==> src/rtl/ysyx_210184_axi_pkg.sv <==
`default_nettype none
// +----------------------------------------------------------------------+
// | Module  : ysyx_210184_axi_pkg                                        |
// | Brief   : Shared constants and FSM state encoding for the AXI bridge |
// | Revision: 1.0                                                        |
// +----------------------------------------------------------------------+
package ysyx_210184_axi_pkg;

  typedef logic [2:0] state_t;

  localparam state_t ST_IDLE = 3'd0;
  localparam state_t ST_AR   = 3'd1;
  localparam state_t ST_R    = 3'd2;
  localparam state_t ST_AW_W = 3'd3;
  localparam state_t ST_B    = 3'd4;
  localparam state_t ST_DONE = 3'd5;

  localparam logic [1:0] AXI_BURST_INCR = 2'b01;
  localparam logic [2:0] AXI_SIZE_8B    = 3'b011;
  localparam logic [1:0] AXI_RESP_OKAY  = 2'b00;

  localparam logic [3:0] AXI_CACHE_CACHEABLE = 4'b0011;
  localparam logic [3:0] AXI_CACHE_UNCACHED  = 4'b0000;

endpackage
`default_nettype wire

==> src/rtl/ysyx_210184_axi_rw.sv <==
`default_nettype none
// +----------------------------------------------------------------------+
// | Module  : ysyx_210184_axi_rw                                         |
// | Brief   : Single-outstanding, single-beat AXI4 master bridge         |
// | Revision: 1.0                                                        |
// +----------------------------------------------------------------------+
module ysyx_210184_axi_rw
  import ysyx_210184_axi_pkg::*;
#(
  parameter int AXI_ADDR_W = 32,
  parameter int AXI_DATA_W = 64,
  parameter int AXI_ID_W   = 4,
  parameter int AXI_ID     = 0
) (
  input  logic                    clk,
  input  logic                    rst,
  input  logic                    r_ena,
  input  logic                    w_ena,
  input  logic [63:0]             addr,
  input  logic [63:0]             w_data,
  input  logic [63:0]             w_mask,
  input  logic                    no_Icache,
  output logic [63:0]             r_data,
  output logic                    r_ready,
  output logic                    w_ready,
  output logic                    resp_err,
  output logic                    awvalid,
  input  logic                    awready,
  output logic [AXI_ADDR_W-1:0]   awaddr,
  output logic [AXI_ID_W-1:0]     awid,
  output logic [7:0]              awlen,
  output logic [2:0]              awsize,
  output logic [1:0]              awburst,
  output logic [3:0]              awcache,
  output logic [2:0]              awprot,
  output logic                    wvalid,
  input  logic                    wready,
  output logic [AXI_DATA_W-1:0]   wdata,
  output logic [AXI_DATA_W/8-1:0] wstrb,
  output logic                    wlast,
  input  logic                    bvalid,
  output logic                    bready,
  input  logic [1:0]              bresp,
  input  logic [AXI_ID_W-1:0]     bid,
  output logic                    arvalid,
  input  logic                    arready,
  output logic [AXI_ADDR_W-1:0]   araddr,
  output logic [AXI_ID_W-1:0]     arid,
  output logic [7:0]              arlen,
  output logic [2:0]              arsize,
  output logic [1:0]              arburst,
  output logic [3:0]              arcache,
  output logic [2:0]              arprot,
  input  logic                    rvalid,
  output logic                    rready,
  input  logic [AXI_DATA_W-1:0]   rdata,
  input  logic [1:0]              rresp,
  input  logic                    rlast,
  input  logic [AXI_ID_W-1:0]     rid
);

  localparam logic [AXI_ID_W-1:0] C_ID = AXI_ID[AXI_ID_W-1:0];

  state_t                    r_state;
  logic [AXI_ADDR_W-1:0]     r_addr;
  logic [3:0]                r_cache;
  logic [AXI_DATA_W/8-1:0]   w_strb_next;

  // Byte-expanded mask collapses to one strobe per lane (bit 0 of each byte).
  for (genvar i = 0; i < AXI_DATA_W/8; i++) begin : g_strb
    assign w_strb_next[i] = w_mask[8*i];
  end

  assign awaddr  = r_addr;
  assign araddr  = r_addr;
  assign awcache = r_cache;
  assign arcache = r_cache;
  assign awid    = C_ID;
  assign arid    = C_ID;
  assign awlen   = 8'd0;
  assign arlen   = 8'd0;
  assign awsize  = AXI_SIZE_8B;
  assign arsize  = AXI_SIZE_8B;
  assign awburst = AXI_BURST_INCR;
  assign arburst = AXI_BURST_INCR;
  assign awprot  = 3'd0;
  assign arprot  = 3'd0;
  assign wlast   = 1'b1;

  wire w_unused = ^{addr, w_mask, rid, bid, rlast};

  always_ff @(posedge clk) begin
    if (rst) begin
      r_state  <= ST_IDLE;
      r_addr   <= '0;
      r_cache  <= '0;
      wdata    <= '0;
      wstrb    <= '0;
      r_data   <= '0;
      r_ready  <= 1'b0;
      w_ready  <= 1'b0;
      resp_err <= 1'b0;
      awvalid  <= 1'b0;
      wvalid   <= 1'b0;
      bready   <= 1'b0;
      arvalid  <= 1'b0;
      rready   <= 1'b0;
    end else begin
      r_ready  <= 1'b0;
      w_ready  <= 1'b0;
      resp_err <= 1'b0;
      case (r_state)
        ST_IDLE: begin
          if (w_ena || r_ena) begin
            r_addr  <= {addr[AXI_ADDR_W-1:3], 3'b000};
            r_cache <= no_Icache ? AXI_CACHE_UNCACHED : AXI_CACHE_CACHEABLE;
            if (w_ena) begin
              wdata   <= w_data[AXI_DATA_W-1:0];
              wstrb   <= w_strb_next;
              awvalid <= 1'b1;
              wvalid  <= 1'b1;
              r_state <= ST_AW_W;
            end else begin
              arvalid <= 1'b1;
              r_state <= ST_AR;
            end
          end
        end
        ST_AR: begin
          if (arready) begin
            arvalid <= 1'b0;
            rready  <= 1'b1;
            r_state <= ST_R;
          end
        end
        ST_R: begin
          if (rvalid) begin
            rready   <= 1'b0;
            r_data   <= rdata[63:0];
            r_ready  <= 1'b1;
            resp_err <= (rresp != AXI_RESP_OKAY);
            r_state  <= ST_DONE;
          end
        end
        ST_AW_W: begin
          if (awready) awvalid <= 1'b0;
          if (wready)  wvalid  <= 1'b0;
          // AW and W may finish in either order or together.
          if ((!awvalid || awready) && (!wvalid || wready)) begin
            bready  <= 1'b1;
            r_state <= ST_B;
          end
        end
        ST_B: begin
          if (bvalid) begin
            bready   <= 1'b0;
            w_ready  <= 1'b1;
            resp_err <= (bresp != AXI_RESP_OKAY);
            r_state  <= ST_DONE;
          end
        end
        ST_DONE: begin
          // The pulse cycle is entered here; one further quiet cycle lets the core drop its enable.
          if (!(r_ready || w_ready)) r_state <= ST_IDLE;
        end
        default: r_state <= ST_IDLE;
      endcase
    end
  end

endmodule
`default_nettype wire

==> config.mk <==
export PLATFORM = sky130hd
export DESIGN_NAME = ysyx_210184_axi_rw
export DESIGN_NICKNAME = d
export VERILOG_FILES = /design/src/rtl/ysyx_210184_axi_pkg.sv /design/src/rtl/ysyx_210184_axi_rw.sv
export SDC_FILE = /design/constraint.sdc
export NUM_CORES = 1
export LEC_CHECK = 0
export ABC_AREA = 1
export CORE_AREA = 2 2 208 210
export DETAILED_ROUTE_END_ITERATION = 16
export DIE_AREA = 0 0 210 212
export HOLD_SLACK_MARGIN = 0.08
export SYNTH_ARGS = -nofsm -noshare
export SYNTH_HDL_FRONTEND = slang
export SYNTH_SLANG_ARGS = --single-unit
==> constraint.sdc <==
create_clock -name clk -period 1.25 [get_ports clk]
set_input_delay 0.125 -clock clk [delete_from_list [all_inputs] [get_ports clk]]
set_output_delay 0.125 -clock clk [all_outputs]
set_load 0.05 [all_outputs]
==> impl_metrics.ini <==
[global_routing]
grt_pass1_wl_mm = 40.58
grt_usage_pct = 12.02
grt-ovfl-total = 0
antenna_found_initial = 1
grt_pass1_vias = 7022
grt_max_degree = 97

[routing]
wl_per_cell_um = 15.49
drc = 0
ant_nets = 0
wirelength_mm = 28.55
first_iter_violations = 243
num_vias = 7139
viasPerCell = 3.874
dr.pass1.iters = 4

[die]
core_mm2 = 0.04251
dieHeight_um = 212
ios = 536
die-area_mm2 = 0.04452
row_count = 76
die_x_um = 210
start_util_pct = 17.23

[clock_network]
cts_tree = yes
clock_path_buffers = 2
cts_hold_buf = 0
clk_latency_ns = 0.45
cts_root_buf = clkbuf_16
clk_pin_slew_worst_paths_ns = 0.08
cts_sinks = 177
numCtsBuffers = 17
htreeDepth = 4

[synth]
ys_seq_elements = 177
synth-edff-count = 0
synth_top_area_share_pct = 48.38
yosysWarnings = 0
synthArstFlopShare_pct = 0
synthesis.area_mm2 = 0.007325
synthTopCellsByArea = dfxtp_1 48%, nand2_1 13%, buf_4 9.3%
avgSynthCellArea_um2 = 8.129
seq_area_frac_synth_pct = 48.38
syn_inst = 901
synth_flop_cell = dfxtp_1
synth_cell_types = 24
yosysTopAreaCell = dfxtp_1

[sta]
clock_skew_ns = 0.009192
fin_crit_sh_pct = 109.5
setup_violations = 145
finalCriticalPeriod_ns = 1.369
final-hold-violation-count = 0
grt_setup_unrepaired = true
fmax_ghz = 0.7306
slew_viol_final = 0
hold_ws_ns = 0.1412
maxSlewHeadroom_pct = 51.63
setup_ws_ns = -0.1187
worst_slew_pin_slew_ns = 0.7256

[setup_path]
criticalPathCategory = flip-flop to flip-flop
crit_arrival_ns = 1.74
critical_path.cell_chain = inv_2, nand2_4, nor2_8, nand2_4, clkinv_8, bufbuf_16, nand2_1, a21oi_2
path_common_cell = nand2_4
cp_slowest_stage_delay_ns = 0.35
worst_setup_path_start_kind = flip-flop
crit_slowest_cell = dfxtp_2
required_ns = 1.62
critPathCaptureType = flip-flop
path_max_fanout = 13

[placed_design]
port_buffers = 384
dp_slack_ns = -0.3223
place_congestion = 0.7665
dp_hpwl_mm = 19.58

[run_status]
violations = setup timing
status = finished, violations left

[final_layout]
fin_nets = 1563
drive_gt1_share_pct = 42.17
fill_cells = 4191
antenna_cells = 0
syn2layout_area_growth_pct = 108.2

[worst_hold_path]
hp-class = input pin to flip-flop

[pwr]
ir_drop_uv = 1091
p_per_area_mw_per_mm2 = 2156
leakage_nw = 5.850

[run]
cap_violations = 0
-- cells in the mapped netlist (10+ instances only) --
cell        n
a21oi_1   123
clkbuf_1   25
nand3_1    10
nand2_2    50
nand2_1   244
dfxtp_1   177
buf_2      17
inv_1      41
nor2_1     18
buf_4      91
a21oi_2    50
o21ai_0    35
-- state kept, by name, indices dropped and copies added (netlist names), 3 cells and up --
name / cells
r_data: 64
wstrb: 8
wdata: 64
araddr: 29
r_state: 3
-- kinds of logic (layout without fill, tap and decap cells) --
| logic type | Yosys count | count (layout) | synth area share (%) |
|---|---|---|---|
| AO/OA/AOI/OAI | 210 | 210 | 17.01 |
| buffers and inverters | 184 | 531 | 15.27 |
| flip-flops | 177 | 177 | 48.38 |
| other | 2 | 51 | 0.1025 |
| AND/OR/NAND/NOR | 328 | 328 | 19.23 |
-- worst paths after layout --
path,from,endpoint,slack (ns),cells after the start
hold reg to reg,araddr[19],araddr[19],0.49,2
hold / removal,rst,arvalid,0.14,5
setup reg to reg,r_state[0],wstrb[6],-0.12,8
setup / recovery,r_state[0],wstrb[6],-0.12,8
-- layout by cell type, fill, tap and decap left out, types with 2 or more instances in the layout --
cell type / instances
nor2_2: 3
buf_16: 6
inv_8: 3
dfxtp_4: 2
inv_6: 7
nand2_2: 75
clkinv_4: 4
o21ai_4: 2
nand3_2: 4
buf_6: 9
clkdlybuf4s50_1: 177
buf_12: 218
nand3_1: 4
nand2_1: 193
nand3_4: 2
buf_4: 36
dfxtp_1: 155
inv_1: 39
nand2_4: 28
o21ai_0: 29
buf_8: 2
o21ai_1: 5
bufbuf_16: 2
clkbuf_16: 21
nor2_4: 3
conb_1: 51
a21oi_1: 81
inv_2: 2
clkinv_8: 2
nor2_1: 13
a21oi_2: 92
dfxtp_2: 20
-- layer usage --
layer	up-vias	routed length [um]	global-route usage [%]
met5	-	13	0
met4	2	582	3.840
met3	34	2575	5.583
met2	282	14520	21.04
met1	3327	10870	12.86
li1	3494	-	-
-- critical path: cells and delay by family, from the launching register on --
kind,cells,cell delay [ns]
AND/OR/NAND/NOR,4,0.36
flip-flops,1,0.35
buffers and inverters,3,0.45
AO/OA/AOI/OAI,1,0.12
-- per-stage QoR --
step | TNS [ns] | cell area, um^2 | instances | util [%] | power, W
floorplan | -2.655 | 7532 | 950 | - | 0.01751
global placement | -36.38 | 13690 | 1793 | 32.20 | 0.02606
detailed placement | -38.73 | 13690 | 1793 | 32.20 | 0.02621
CTS | -8.784 | 14690 | 1836 | 34.55 | 0.03272
global route | -22.57 | 15250 | 1843 | 35.88 | 0.03434
finish | -9.661 | 15250 | 1843 | 35.88 | 0.03287
-- layout make-up --
type	count	area, um^2	share of cell area [%]
Clock inverter	14	136.4	0.8943
Multi-Input combinational cell	589	3353	21.99
Timing Repair Buffer	454	6868	45.04
Clock buffer	18	439.2	2.880
Tap cell	546	683.2	4.480
Sequential cell	177	3576	23.45
Inverter	45	193.9	1.272
-- timing repair --
action | 4_1_cts | 5_1_grt
cloned | 7 | 4
setup buffers | 4 | 3
resized for setup | 70 | 122
pin swaps | 4 | 30
endpoints found under the setup margin | 212 | 191
hold endpoints to repair | 0 | 0
-- report_power, final --
part / leakage [nW] / total (W) / internal, W / switching, W
Clock: 0.281 / 0.00545 / 0.00271 / 0.00274
Combinational: 4.12 / 0.0188 / 0.00887 / 0.00996
Sequential: 1.45 / 0.00860 / 0.00693 / 0.00167
Note: power is estimated with default switching activity, not from simulation.
